[src/rtl/tx_fc_update_decoder_if.sv]
// ---------------------------------------------------------------------------
// tx_fc_update_decoder_if
// Received flow-control DLLP fields as delivered by the Data Link Layer.
// One DLLP per cycle at most; there is no backpressure.
//   dllp_valid       fields below are valid this cycle
//   dllp_type        DLLP byte 0 {type[7:4], 0, VC[2:0]}
//   dllp_hdr_scale   HdrScale
//   dllp_hdr_fc      raw HdrFC
//   dllp_data_scale  DataScale
//   dllp_data_fc     raw DataFC
// Modports: master = DLL side (drives), slave = decoder side (receives).
// ---------------------------------------------------------------------------
interface tx_fc_update_decoder_if;
  logic        dllp_valid;
  logic [7:0]  dllp_type;
  logic [1:0]  dllp_hdr_scale;
  logic [7:0]  dllp_hdr_fc;
  logic [1:0]  dllp_data_scale;
  logic [11:0] dllp_data_fc;

  modport master (
    output dllp_valid,
    output dllp_type,
    output dllp_hdr_scale,
    output dllp_hdr_fc,
    output dllp_data_scale,
    output dllp_data_fc
  );

  modport slave (
    input dllp_valid,
    input dllp_type,
    input dllp_hdr_scale,
    input dllp_hdr_fc,
    input dllp_data_scale,
    input dllp_data_fc
  );
endinterface

[src/rtl/tx_fc_update_decoder.sv]
// ---------------------------------------------------------------------------
// tx_fc_update_decoder
// Decodes received InitFC1 / InitFC2 / UpdateFC DLLPs for one VC, runs the
// FC-initialisation state machine and drives one scaled credit-limit update
// per cycle towards Tx_FC (upstream of the Tx arbiter credit check).
//
// Ports
//   clk            clock, rising edge
//   arst           asynchronous reset, active low
//   dl_up          DL_Up from the DLL; low = link down
//   dllp           received DLLP fields (slave modport)
//   TypeFC         FC_X / FC_P / FC_NP / FC_CPL, one-cycle pulse per update
//   HdrFC          scaled header credit limit (held between updates)
//   DataFC         scaled data credit limit (held between updates)
//   fc_init_state  00 = FC_INIT1, 01 = FC_INIT2, 10 = FC_ACTIVE
//   fc_init_done   high in FC_ACTIVE
//   fc_inf         infinite flags {cpl_d, cpl_h, np_d, np_h, p_d, p_h}
//
// States
//   state     | meaning
//   FC_INIT1  | collecting first InitFC1 of P, NP and Cpl
//   FC_INIT2  | all InitFC1 seen, waiting for InitFC2 or UpdateFC
//   FC_ACTIVE | initialisation done, UpdateFC forwarded
// ---------------------------------------------------------------------------
module tx_fc_update_decoder #(
  parameter int         FC_HDR_WIDTH  = 12,
  parameter int         FC_DATA_WIDTH = 16,
  parameter logic [2:0] VC_ID         = 3'd0
) (
  input  logic                      clk,
  input  logic                      arst,
  input  logic                      dl_up,
  tx_fc_update_decoder_if.slave     dllp,
  output logic [1:0]                TypeFC,
  output logic [FC_HDR_WIDTH-1:0]   HdrFC,
  output logic [FC_DATA_WIDTH-1:0]  DataFC,
  output logic [1:0]                fc_init_state,
  output logic                      fc_init_done,
  output logic [5:0]                fc_inf
);

  typedef enum logic [1:0] {
    FC_INIT1  = 2'b00,
    FC_INIT2  = 2'b01,
    FC_ACTIVE = 2'b10
  } fc_state_e;

  // Tx arbiter FC type encoding
  localparam logic [1:0] FC_X   = 2'd0;
  localparam logic [1:0] FC_P   = 2'd1;
  localparam logic [1:0] FC_NP  = 2'd2;
  localparam logic [1:0] FC_CPL = 2'd3;

  fc_state_e                 state, state_nxt;
  logic [2:0]                mask, mask_nxt;
  logic [5:0]                inf_nxt;
  logic [1:0]                type_nxt;
  logic [FC_HDR_WIDTH-1:0]   hdr_nxt;
  logic [FC_DATA_WIDTH-1:0]  data_nxt;

  // ---------------------------------------------------------------------
  // Decode
  // ---------------------------------------------------------------------
  logic [3:0]  type_hi;
  logic [1:0]  cls;
  logic [2:0]  cls_oh;
  logic [1:0]  cls_type;
  logic        vc_match;
  logic        accepted;
  logic        is_init1;
  logic        is_init2;
  logic        is_upd;

  assign type_hi  = dllp.dllp_type[7:4];
  assign cls      = type_hi[1:0];
  assign vc_match = (dllp.dllp_type[3] == 1'b0) && (dllp.dllp_type[2:0] == VC_ID);
  assign accepted = dllp.dllp_valid && dl_up && vc_match;

  // cls 11 is not a valid FC type in any of the three groups
  assign is_init1 = accepted && (type_hi[3:2] == 2'b01) && (cls != 2'b11);
  assign is_init2 = accepted && (type_hi[3:2] == 2'b11) && (cls != 2'b11);
  assign is_upd   = accepted && (type_hi[3:2] == 2'b10) && (cls != 2'b11);

  always_comb begin
    cls_oh   = 3'b000;
    cls_type = FC_X;
    case (cls)
      2'b00: begin cls_oh = 3'b001; cls_type = FC_P;   end
      2'b01: begin cls_oh = 3'b010; cls_type = FC_NP;  end
      2'b10: begin cls_oh = 3'b100; cls_type = FC_CPL; end
      default: begin cls_oh = 3'b000; cls_type = FC_X; end
    endcase
  end

  // ---------------------------------------------------------------------
  // Scaling: zero-extend raw value, shift by 0/2/4, truncate to port width
  // ---------------------------------------------------------------------
  function automatic logic [2:0] scale_shift(input logic [1:0] scale);
    logic [2:0] sh;
    case (scale)
      2'b10:   sh = 3'd2;
      2'b11:   sh = 3'd4;
      default: sh = 3'd0;
    endcase
    return sh;
  endfunction

  logic [FC_HDR_WIDTH-1:0]  hdr_scaled;
  logic [FC_DATA_WIDTH-1:0] data_scaled;
  logic                     hdr_zero;
  logic                     data_zero;

  assign hdr_scaled  = FC_HDR_WIDTH'({4'b0000, dllp.dllp_hdr_fc})
                       << scale_shift(dllp.dllp_hdr_scale);
  assign data_scaled = FC_DATA_WIDTH'({4'b0000, dllp.dllp_data_fc})
                       << scale_shift(dllp.dllp_data_scale);
  assign hdr_zero    = (dllp.dllp_hdr_fc == 8'd0);
  assign data_zero   = (dllp.dllp_data_fc == 12'd0);

  // Infinite flags belonging to the decoded class, and the set pattern a
  // first InitFC1 of that class would latch.
  logic [5:0] inf_set;
  logic       cur_inf_h;
  logic       cur_inf_d;

  assign inf_set = {cls_oh[2] & data_zero, cls_oh[2] & hdr_zero,
                    cls_oh[1] & data_zero, cls_oh[1] & hdr_zero,
                    cls_oh[0] & data_zero, cls_oh[0] & hdr_zero};

  assign cur_inf_h = |(fc_inf & {1'b0, cls_oh[2], 1'b0, cls_oh[1], 1'b0, cls_oh[0]});
  assign cur_inf_d = |(fc_inf & {cls_oh[2], 1'b0, cls_oh[1], 1'b0, cls_oh[0], 1'b0});

  // ---------------------------------------------------------------------
  // FC init state machine and output next-values
  // ---------------------------------------------------------------------
  always_comb begin
    state_nxt = state;
    mask_nxt  = mask;
    inf_nxt   = fc_inf;
    type_nxt  = FC_X;
    hdr_nxt   = HdrFC;
    data_nxt  = DataFC;

    if (!dl_up) begin
      // Link down: drop this cycle's DLLP and restart initialisation.
      // Credit limits are intentionally held.
      state_nxt = FC_INIT1;
      mask_nxt  = 3'b000;
      inf_nxt   = 6'b000000;
    end else begin
      case (state)
        FC_INIT1: begin
          if (is_init1 && ((mask & cls_oh) == 3'b000)) begin
            type_nxt = cls_type;
            hdr_nxt  = hdr_scaled;
            data_nxt = data_scaled;
            mask_nxt = mask | cls_oh;
            inf_nxt  = fc_inf | inf_set;
            if ((mask | cls_oh) == 3'b111) begin
              state_nxt = FC_INIT2;
            end
          end
        end

        FC_INIT2: begin
          if (is_init2) begin
            state_nxt = FC_ACTIVE;
          end else if (is_upd) begin
            state_nxt = FC_ACTIVE;
            if (!(cur_inf_h && cur_inf_d)) begin
              type_nxt = cls_type;
              hdr_nxt  = cur_inf_h ? '0 : hdr_scaled;
              data_nxt = cur_inf_d ? '0 : data_scaled;
            end
          end
        end

        FC_ACTIVE: begin
          // A class with both flags infinite never needs a limit update;
          // a single infinite field is driven as zero and bypassed by Tx_FC.
          if (is_upd && !(cur_inf_h && cur_inf_d)) begin
            type_nxt = cls_type;
            hdr_nxt  = cur_inf_h ? '0 : hdr_scaled;
            data_nxt = cur_inf_d ? '0 : data_scaled;
          end
        end

        default: begin
          state_nxt = FC_INIT1;
          mask_nxt  = 3'b000;
          inf_nxt   = 6'b000000;
        end
      endcase
    end
  end

  always_ff @(posedge clk or negedge arst) begin
    if (!arst) begin
      state  <= FC_INIT1;
      mask   <= 3'b000;
      fc_inf <= 6'b000000;
      TypeFC <= FC_X;
      HdrFC  <= '0;
      DataFC <= '0;
    end else begin
      state  <= state_nxt;
      mask   <= mask_nxt;
      fc_inf <= inf_nxt;
      TypeFC <= type_nxt;
      HdrFC  <= hdr_nxt;
      DataFC <= data_nxt;
    end
  end

  assign fc_init_state = state;
  assign fc_init_done  = (state == FC_ACTIVE);

endmodule

[src/flat_wrapper.sv]
// flat-port wrapper written by rule: the top's interface ports become plain ports
module tx_fc_update_decoder_flat 
#(
  parameter int         FC_HDR_WIDTH  = 12,
  parameter int         FC_DATA_WIDTH = 16,
  parameter logic [2:0] VC_ID         = 3'd0
)
  (clk, arst, dl_up, TypeFC, HdrFC, DataFC, fc_init_state, fc_init_done, fc_inf, dllp_dllp_valid, dllp_dllp_type, dllp_dllp_hdr_scale, dllp_dllp_hdr_fc, dllp_dllp_data_scale, dllp_dllp_data_fc);
  tx_fc_update_decoder_if dllp_i ();
  input  logic clk;
  input  logic arst;
  input  logic dl_up;
  output logic [1:0] TypeFC;
  output logic [FC_HDR_WIDTH-1:0] HdrFC;
  output logic [FC_DATA_WIDTH-1:0] DataFC;
  output logic [1:0] fc_init_state;
  output logic fc_init_done;
  output logic [5:0] fc_inf;
  input wire logic [$bits(dllp_i.dllp_valid)-1:0] dllp_dllp_valid;
  input wire logic [$bits(dllp_i.dllp_type)-1:0] dllp_dllp_type;
  input wire logic [$bits(dllp_i.dllp_hdr_scale)-1:0] dllp_dllp_hdr_scale;
  input wire logic [$bits(dllp_i.dllp_hdr_fc)-1:0] dllp_dllp_hdr_fc;
  input wire logic [$bits(dllp_i.dllp_data_scale)-1:0] dllp_dllp_data_scale;
  input wire logic [$bits(dllp_i.dllp_data_fc)-1:0] dllp_dllp_data_fc;
  assign dllp_i.dllp_valid = dllp_dllp_valid;
  assign dllp_i.dllp_type = dllp_dllp_type;
  assign dllp_i.dllp_hdr_scale = dllp_dllp_hdr_scale;
  assign dllp_i.dllp_hdr_fc = dllp_dllp_hdr_fc;
  assign dllp_i.dllp_data_scale = dllp_dllp_data_scale;
  assign dllp_i.dllp_data_fc = dllp_dllp_data_fc;
  tx_fc_update_decoder #(.FC_HDR_WIDTH(FC_HDR_WIDTH), .FC_DATA_WIDTH(FC_DATA_WIDTH), .VC_ID(VC_ID)) u_core (.clk(clk), .arst(arst), .dl_up(dl_up), .dllp(dllp_i), .TypeFC(TypeFC), .HdrFC(HdrFC), .DataFC(DataFC), .fc_init_state(fc_init_state), .fc_init_done(fc_init_done), .fc_inf(fc_inf));
endmodule
[config.mk]
export PLATFORM = sky130hd
export DESIGN_NAME = tx_fc_update_decoder_flat
export DESIGN_NICKNAME = d
export VERILOG_FILES = /design/src/rtl/tx_fc_update_decoder_if.sv /design/src/rtl/tx_fc_update_decoder.sv /design/src/flat_wrapper.sv
export SDC_FILE = /design/constraint.sdc
export NUM_CORES = 1
export LEC_CHECK = 0
export ABC_CLOCK_PERIOD_IN_PS = 5810
export CAP_MARGIN = 20
export CELL_PAD_IN_SITES_DETAIL_PLACEMENT = 0
export CELL_PAD_IN_SITES_GLOBAL_PLACEMENT = 1
export CORE_MARGIN = 5
export CORE_UTILIZATION = 39
export CTS_BUF_LIST = sky130_fd_sc_hd__clkbuf_16
export DETAILED_ROUTE_END_ITERATION = 10
export GPL_TIMING_DRIVEN = 0
export PLACE_DENSITY = 0.83
export SLEW_MARGIN = 0
export SYNTH_ARGS = -nofsm -noshare
export SYNTH_HDL_FRONTEND = slang
export SYNTH_SLANG_ARGS = --single-unit
[constraint.sdc]
create_clock -name clk -period 5.81 [get_ports clk]
set_input_delay 0.581 -clock clk [delete_from_list [all_inputs] [get_ports clk]]
set_output_delay 0.581 -clock clk [all_outputs]
set_load 0.01 [all_outputs]
### Word level (Yosys, flattened, before mapping)

Cells that the tools add are included.

* input port bits: 36
* output and inout port bits: 39
* register bits: 41

* reduce and logical (&&, ||, !) cells: 26
* shift operators: 2
* mux-type cells: 37
* equal/unequal tests: 23
* bitwise gates (word level): 12

Operator list (count)
* two-way mux 16 bit: 6
* two-way mux 12 bit: 6
* one-hot mux 16 bit (3 select lines): 1
* one-hot mux 12 bit (3 select lines): 1
* two-way mux 2 bit: 11
* one-hot mux 2 bit (3 select lines): 3
* one-hot mux 3 bit (2 select lines): 3
* == test 2 bit (second input constant): 8
* << shifter 12 x 3 -> 16 bit: 1
* logical AND 1 bit: 12
* zero test 12 bit: 1
* two-way mux 6 bit: 2
* one-hot mux 6 bit (2 select lines): 1
* OR reduction 6 bit: 2
* << shifter 8 x 3 -> 12 bit: 1
* != test 2 bit (second input constant): 5
* one-hot mux 3 bit (3 select lines): 1
* zero test 8 bit: 1
* AND reduction 7 bit: 1
* AND 1 bit: 6
* AND 6 x 5 -> 6 bit: 1
* AND 6 bit: 1
* == test 2 x 1 -> 1 bit (second input constant): 3
* zero test 3 bit: 2
* 15 further kinds: 20

### Logic depth before layout (Yosys ltp)

* depth after elaboration: 10
* mapped depth: 8
* gate-level depth less buffers: 7

### Worst setup path before layout

Ideal clock, no wire load.

* path kind: input -> register
* start: in dllp_dllp_type[4]
* end: reg u_core.DataFC[0]
* arrival time: 2212 ps
* slack: 3473 ps
* path buffers: 1
* stages: 8
* cells stage by stage: inv_1 -> ha_1 -> a222oi_1 -> nor2_1 -> nor3_2 -> o211ai_4 -> buf_6 -> mux2_4

* longest elaborated chain between the ends: 9
* elaborated cells on any way between the ends: 30
* classes of those cells: eq/ne (8); mux (7); bitwise (3); reduce/logical (12)

RTL lines
* from (decl): line flat_wrapper.sv:20 `input wire logic [$bits(dllp_i.dllp_type)-1:0] dllp_dllp_type;`
* == test 2 bit (tied with other cells): line tx_fc_update_decoder.sv:87 `case (cls)`
* one-hot mux 3 bit (3 select lines): line tx_fc_update_decoder.sv:87
* AND 6 bit / AND 6 x 5 -> 6 bit (equally long branches): line tx_fc_update_decoder.sv:131, tx_fc_update_decoder.sv:130
* OR reduction 6 bit, on equally long branches: line tx_fc_update_decoder.sv:131, tx_fc_update_decoder.sv:130
* two-way mux 16 bit / logical AND 1 bit (equally long branches)
* two-way mux 16 bit / zero test 1 bit (equally long branches): line tx_fc_update_decoder.sv:170, tx_fc_update_decoder.sv:181
* two-way mux 16 bit / logical AND 1 bit (equally long branches): line tx_fc_update_decoder.sv:168, tx_fc_update_decoder.sv:181
* two-way mux 16 bit / != test 2 x 1 -> 1 bit (equally long branches)
* one-hot mux 16 bit (3 select lines) / AND reduction 7 bit (equally long branches)
* to (signal assigned): line tx_fc_update_decoder.sv:211 `DataFC <= data_nxt;`
* to (decl): line tx_fc_update_decoder.sv:36 `output logic [FC_DATA_WIDTH-1:0] DataFC,`

Several ways; a longest one is shown, not always the timed one. The select of a mux whose other input is x is not followed.
A chain may end at the register's enable or synchronous reset.

### Worst setup path in the final report

* start: in dllp_dllp_type[4]
* end: reg u_core.HdrFC[10]

* longest elaborated chain between the ends: 9
* elaborated cells on any way between the ends: 30
* classes of those cells: eq/ne (8); mux (7); bitwise (3); reduce/logical (12)

RTL lines
* == test 2 bit (tied with other cells): line tx_fc_update_decoder.sv:87
* one-hot mux 3 bit (3 select lines): line tx_fc_update_decoder.sv:87
* AND 6 x 5 -> 6 bit / AND 6 bit (equally long branches): line tx_fc_update_decoder.sv:130, tx_fc_update_decoder.sv:131
* OR reduction 6 bit, on equally long branches: line tx_fc_update_decoder.sv:130, tx_fc_update_decoder.sv:131
* two-way mux 12 bit / logical AND 1 bit (equally long branches)
* two-way mux 12 bit / zero test 1 bit (equally long branches): line tx_fc_update_decoder.sv:170, tx_fc_update_decoder.sv:181
* two-way mux 12 bit / logical AND 1 bit (equally long branches): line tx_fc_update_decoder.sv:168, tx_fc_update_decoder.sv:181
* two-way mux 12 bit / != test 2 x 1 -> 1 bit (equally long branches)
* one-hot mux 12 bit (3 select lines) / AND reduction 7 bit (equally long branches)
* to (signal assigned): line tx_fc_update_decoder.sv:210 `HdrFC <= hdr_nxt;`
* to (decl): line tx_fc_update_decoder.sv:35 `output logic [FC_HDR_WIDTH-1:0] HdrFC,`

Several ways; a longest one is shown, not always the timed one. The select of a mux whose other input is x is not followed.

==> impl_results.md <==
- Synthesized area divided by synthesized cell count: roughly 11 µm²
- Synth warnings: 0
- Most used cells in the layout excluding fill and tap cells: 71 x sky130_fd_sc_hd__clkdlybuf4s50_1, 41 x sky130_fd_sc_hd__dfrtp_1, 30 x sky130_fd_sc_hd__nor2_1, 20 x sky130_fd_sc_hd__mux2_4, 18 x sky130_fd_sc_hd__mux2i_1
- Worst IR Drop VDD: 166 µV
- Highest attainable clock frequency: roughly 350 MHz
- Share of total power in sequential cells: 0.443
- Number of pins with negative max-slew slack in the final report: 0
- Endpoint type of the worst setup path: flop
- Wire length of the first global-routing pass: 10600 µm
- Depth of the CTS H-tree: 2
- Type of the most critical hold path: in2async
- Syn Nets: 273
- Sink count of the clock tree: 41
- Final #Nets: 353
- Average vias per placed instance: 5.21
- Cell Rows: 29
- Net switching power: 0.163 mW
- Final total power: 0.679 mW
- Wire per inst: 16.1 µm
- Combined global-route utilization of all metal layers: 0.157
- Via count of the first global-routing pass: approximately 2200
- Internal Pwr Total: 0.516 mW
- Layout overhead on the synthesized area: 38.5%
- First-pass detailed-route iteration total: 4
- Skew-Pair Late Insertion Delay: 0.28 ns
- Required @ worst endpoint: 5.97 ns
- Routing usage on met2: 0.252
- Share of total power in combinational logic: 0.174
- # Max-Cap Violations: 0
- Layer with the highest usage: met2
- Largest fanout on the critical path: 10
- Cell at the root of the clock tree: sky130_fd_sc_hd__clkbuf_16
- Run status: finished, final reports clean
- Setup TNS after final layout: 0 ns
- Antenna Violating Nets Remaining: 0
- Flop and latch count out of synthesis: a little over 40
- Initial Util: 0.398
- Total clock buffers created by CTS: 5
- Pin count of the biggest net entering global routing: 38
- # setup viols final: 0
- Core outline area: between 6000 and 7000 µm²
- Hold Vio Cnt, Final: 0
- Worst Path Arrival: 3.01 ns
- Unique masters post-synth: 37
- Number of buffers added to fix hold violations after cts: 0
- Worst reg2reg startpoint: u_core.fc_init_state[0]$_DFFE_PN0P_
- Leftover overflow at the end of global routing: 0
- Half-perimeter wire length after detailed placement: 4760 µm
- Die Area: 8150 µm²
- Minimum clock period: approximately 2.8 ns
- RD Place Congestion: 0.825
- Die boundary width: ~90 µm
- Relative max-transition margin: 0.638
- Element type at the critical path start: input port
- Share of layout cells above drive strength 1: 0.136
- Number of port buffers: between 70 and 80
- Maximum count of clock buffers along a single path: 2
- IO Pins: 75
- Critical path start-end classification: in2reg
- Slew at the pin closest to its max-slew limit: approximately 0.54 ns
- Clock slew seen by the registers of the worst setup and hold paths: 0.05 ns
- Period Utilization, post-route: 0.490
- Leakage: 1.60 nW
- Switching part of the total: 0.240
- Number of gates resized after CTS: 0
- Share of power burned in the clock network: 0.383
- Clock tree from TritonCTS: done
- Internal reg-to-reg setup slack: 3.64 ns
- Skew final: 0.00578 ns
- Vias: 2005
- Total Wirelength: 6210 µm
- Die Ht: 90.3 µm
- Mapped cell area: 2510 µm²
- Initial antenna violation count: 0
- Total DRC errors in the routed layout: 0
- Worst flop-to-flop path endpoint: u_core.DataFC[5]$_DFFE_PN0P_
- Power density of the placed cells: 195 nW/µm²
- Post-CTS setup buffer count: 0
- Unrepaired setup endpoints after global routing: false
- Most frequent standard cell in the layout excluding fill and tap cells: sky130_fd_sc_hd__clkdlybuf4s50_1
- Sequential area share after synthesis: 0.408
- Met1 global-route usage: 0.208
- Synthesized instance count: 227
- M3 GR Usage: 0.0467
- Filler cell count: ~560
- Final antenna diode count: 0
- R2R depth: 6
- 1st-iter DRT viols: 87
registers in the layout, indices dropped and copies added, names as in the netlist:
signal and count:
u_core.fc_inf 6, u_core.HdrFC 12, u_core.DataFC 16, u_core.fc_init_state 2, u_core.TypeFC 2, u_core.mask 3
power by group through the flow:
stage | sequential [mW] | clock (mW) | combinational [mW]
finish | 0.301 | 0.260 | 0.118
global route | 0.302 | 0.283 | 0.129
CTS | 0.301 | 0.270 | 0.119
global placement | 0.306 | 0 | 0.116
floorplan | 0.310 | 0 | 0.0479
detailed placement | 0.306 | 0 | 0.119
cell usage after synthesis:
library cell	n	area (µm²)
sky130_fd_sc_hd__a211oi_1	12	90.1
sky130_fd_sc_hd__a21oi_1	4	20.0
sky130_fd_sc_hd__a221oi_2	1	15.0
sky130_fd_sc_hd__a222oi_1	2	20.0
sky130_fd_sc_hd__a22oi_1	1	7.51
sky130_fd_sc_hd__and2_2	1	7.51
sky130_fd_sc_hd__and3_1	6	37.5
sky130_fd_sc_hd__and3b_1	1	8.76
sky130_fd_sc_hd__and4b_1	1	10.0
sky130_fd_sc_hd__buf_1	1	3.75
sky130_fd_sc_hd__buf_6	2	22.5
sky130_fd_sc_hd__clkbuf_1	8	30.0
sky130_fd_sc_hd__dfrtp_1	41	1030
sky130_fd_sc_hd__ha_1	10	125
sky130_fd_sc_hd__inv_1	4	15.0
sky130_fd_sc_hd__mux2_2	8	90.1
sky130_fd_sc_hd__mux2_4	20	300
sky130_fd_sc_hd__mux2i_1	18	180
sky130_fd_sc_hd__nand2_1	7	26.3
sky130_fd_sc_hd__nand2b_1	7	43.8
sky130_fd_sc_hd__nand3_1	3	15.0
sky130_fd_sc_hd__nand3b_1	2	15.0
sky130_fd_sc_hd__nand4_1	1	6.26
sky130_fd_sc_hd__nand4b_1	1	8.76
sky130_fd_sc_hd__nor2_1	30	113
sky130_fd_sc_hd__nor2b_1	8	50.1
sky130_fd_sc_hd__nor3_2	1	10.0
sky130_fd_sc_hd__nor3b_1	4	30.0
sky130_fd_sc_hd__nor4_1	5	31.3
sky130_fd_sc_hd__nor4_4	1	21.3
sky130_fd_sc_hd__o211a_1	1	10.0
sky130_fd_sc_hd__o211ai_4	1	21.3
sky130_fd_sc_hd__o21a_1	10	75.1
sky130_fd_sc_hd__o21ai_0	1	5.00
sky130_fd_sc_hd__o22ai_1	1	6.26
sky130_fd_sc_hd__o41ai_1	1	8.76
sky130_fd_sc_hd__or4_1	1	7.51
worst max-delay path, stage by stage:
cell,delay (ns)
sky130_fd_sc_hd__clkdlybuf4s50_1,0.52
sky130_fd_sc_hd__inv_1,0.09
sky130_fd_sc_hd__ha_1,0.27
sky130_fd_sc_hd__a222oi_1,0.45
sky130_fd_sc_hd__nor2_1,0.15
sky130_fd_sc_hd__nor3_2,0.24
sky130_fd_sc_hd__o211ai_4,0.18
sky130_fd_sc_hd__buf_6,0.22
sky130_fd_sc_hd__mux2_4,0.30
logic make-up after synthesis:
logic type	Yosys count	synth area share
AOI/OAI and AO/OA	35	0.111
and+or+nand+nor	80	0.176
DFF	41	0.408
adders and majority gates	10	0.0498
muxes	46	0.227
buffers and inverters	15	0.0284
layout make-up:
class / count / area (µm²) / area share
multi-input combinational: 171 / 1420 / 0.407
sequential: 41 / 1030 / 0.295
timing repair buffer: 73 / 736 / 0.211
clock buffer: 5 / 125 / 0.0359
tap: 77 / 96.3 / 0.0277
buffer: 11 / 56.3 / 0.0162
inverter: 4 / 15.0 / 0.00431
clock inverter: 3 / 11.3 / 0.00323
layer usage:
layer,vias up,share of wire
li1,985,-
met5,-,0
met3,7,0.064
met4,0,0.0098
met2,58,0.47
met1,955,0.46
worst max path at each step:
stage | from | to | slack [ns] | depth (start not counted)
after floorplan | dllp_dllp_type[4] | u_core.DataFC[0]$_DFFE_PN0P_ | 3.47 | 8
after global placement | dllp_dllp_type[4] | u_core.HdrFC[4]$_DFFE_PN0P_ | 2.67 | 9
final | dllp_dllp_type[4] | u_core.HdrFC[10]$_DFFE_PN0P_ | 2.97 | 9
after global routing | dllp_dllp_type[4] | u_core.HdrFC[10]$_DFFE_PN0P_ | 2.77 | 9
after CTS | dllp_dllp_type[4] | u_core.HdrFC[10]$_DFFE_PN0P_ | 2.96 | 9
after detailed placement | dllp_dllp_type[4] | u_core.HdrFC[10]$_DFFE_PN0P_ | 2.64 | 9
through the flow:
step | hold WS (ns) | cells | instance area [µm²] | setup WS, ns | utilization
final | 0.121 | 385 | 3480 | 2.97 | 0.552
after global routing | 0.121 | 385 | 3480 | 2.77 | 0.552
after CTS | 0.119 | 385 | 3480 | 2.96 | 0.552
after detailed placement | 0.421 | 377 | 3350 | 2.64 | 0.530
after global placement | 0.494 | 376 | 3330 | 2.67 | 0.528
after floorplan | 0.285 | 227 | 2510 | 3.47 | -
Power figures use the tool's default switching activity.
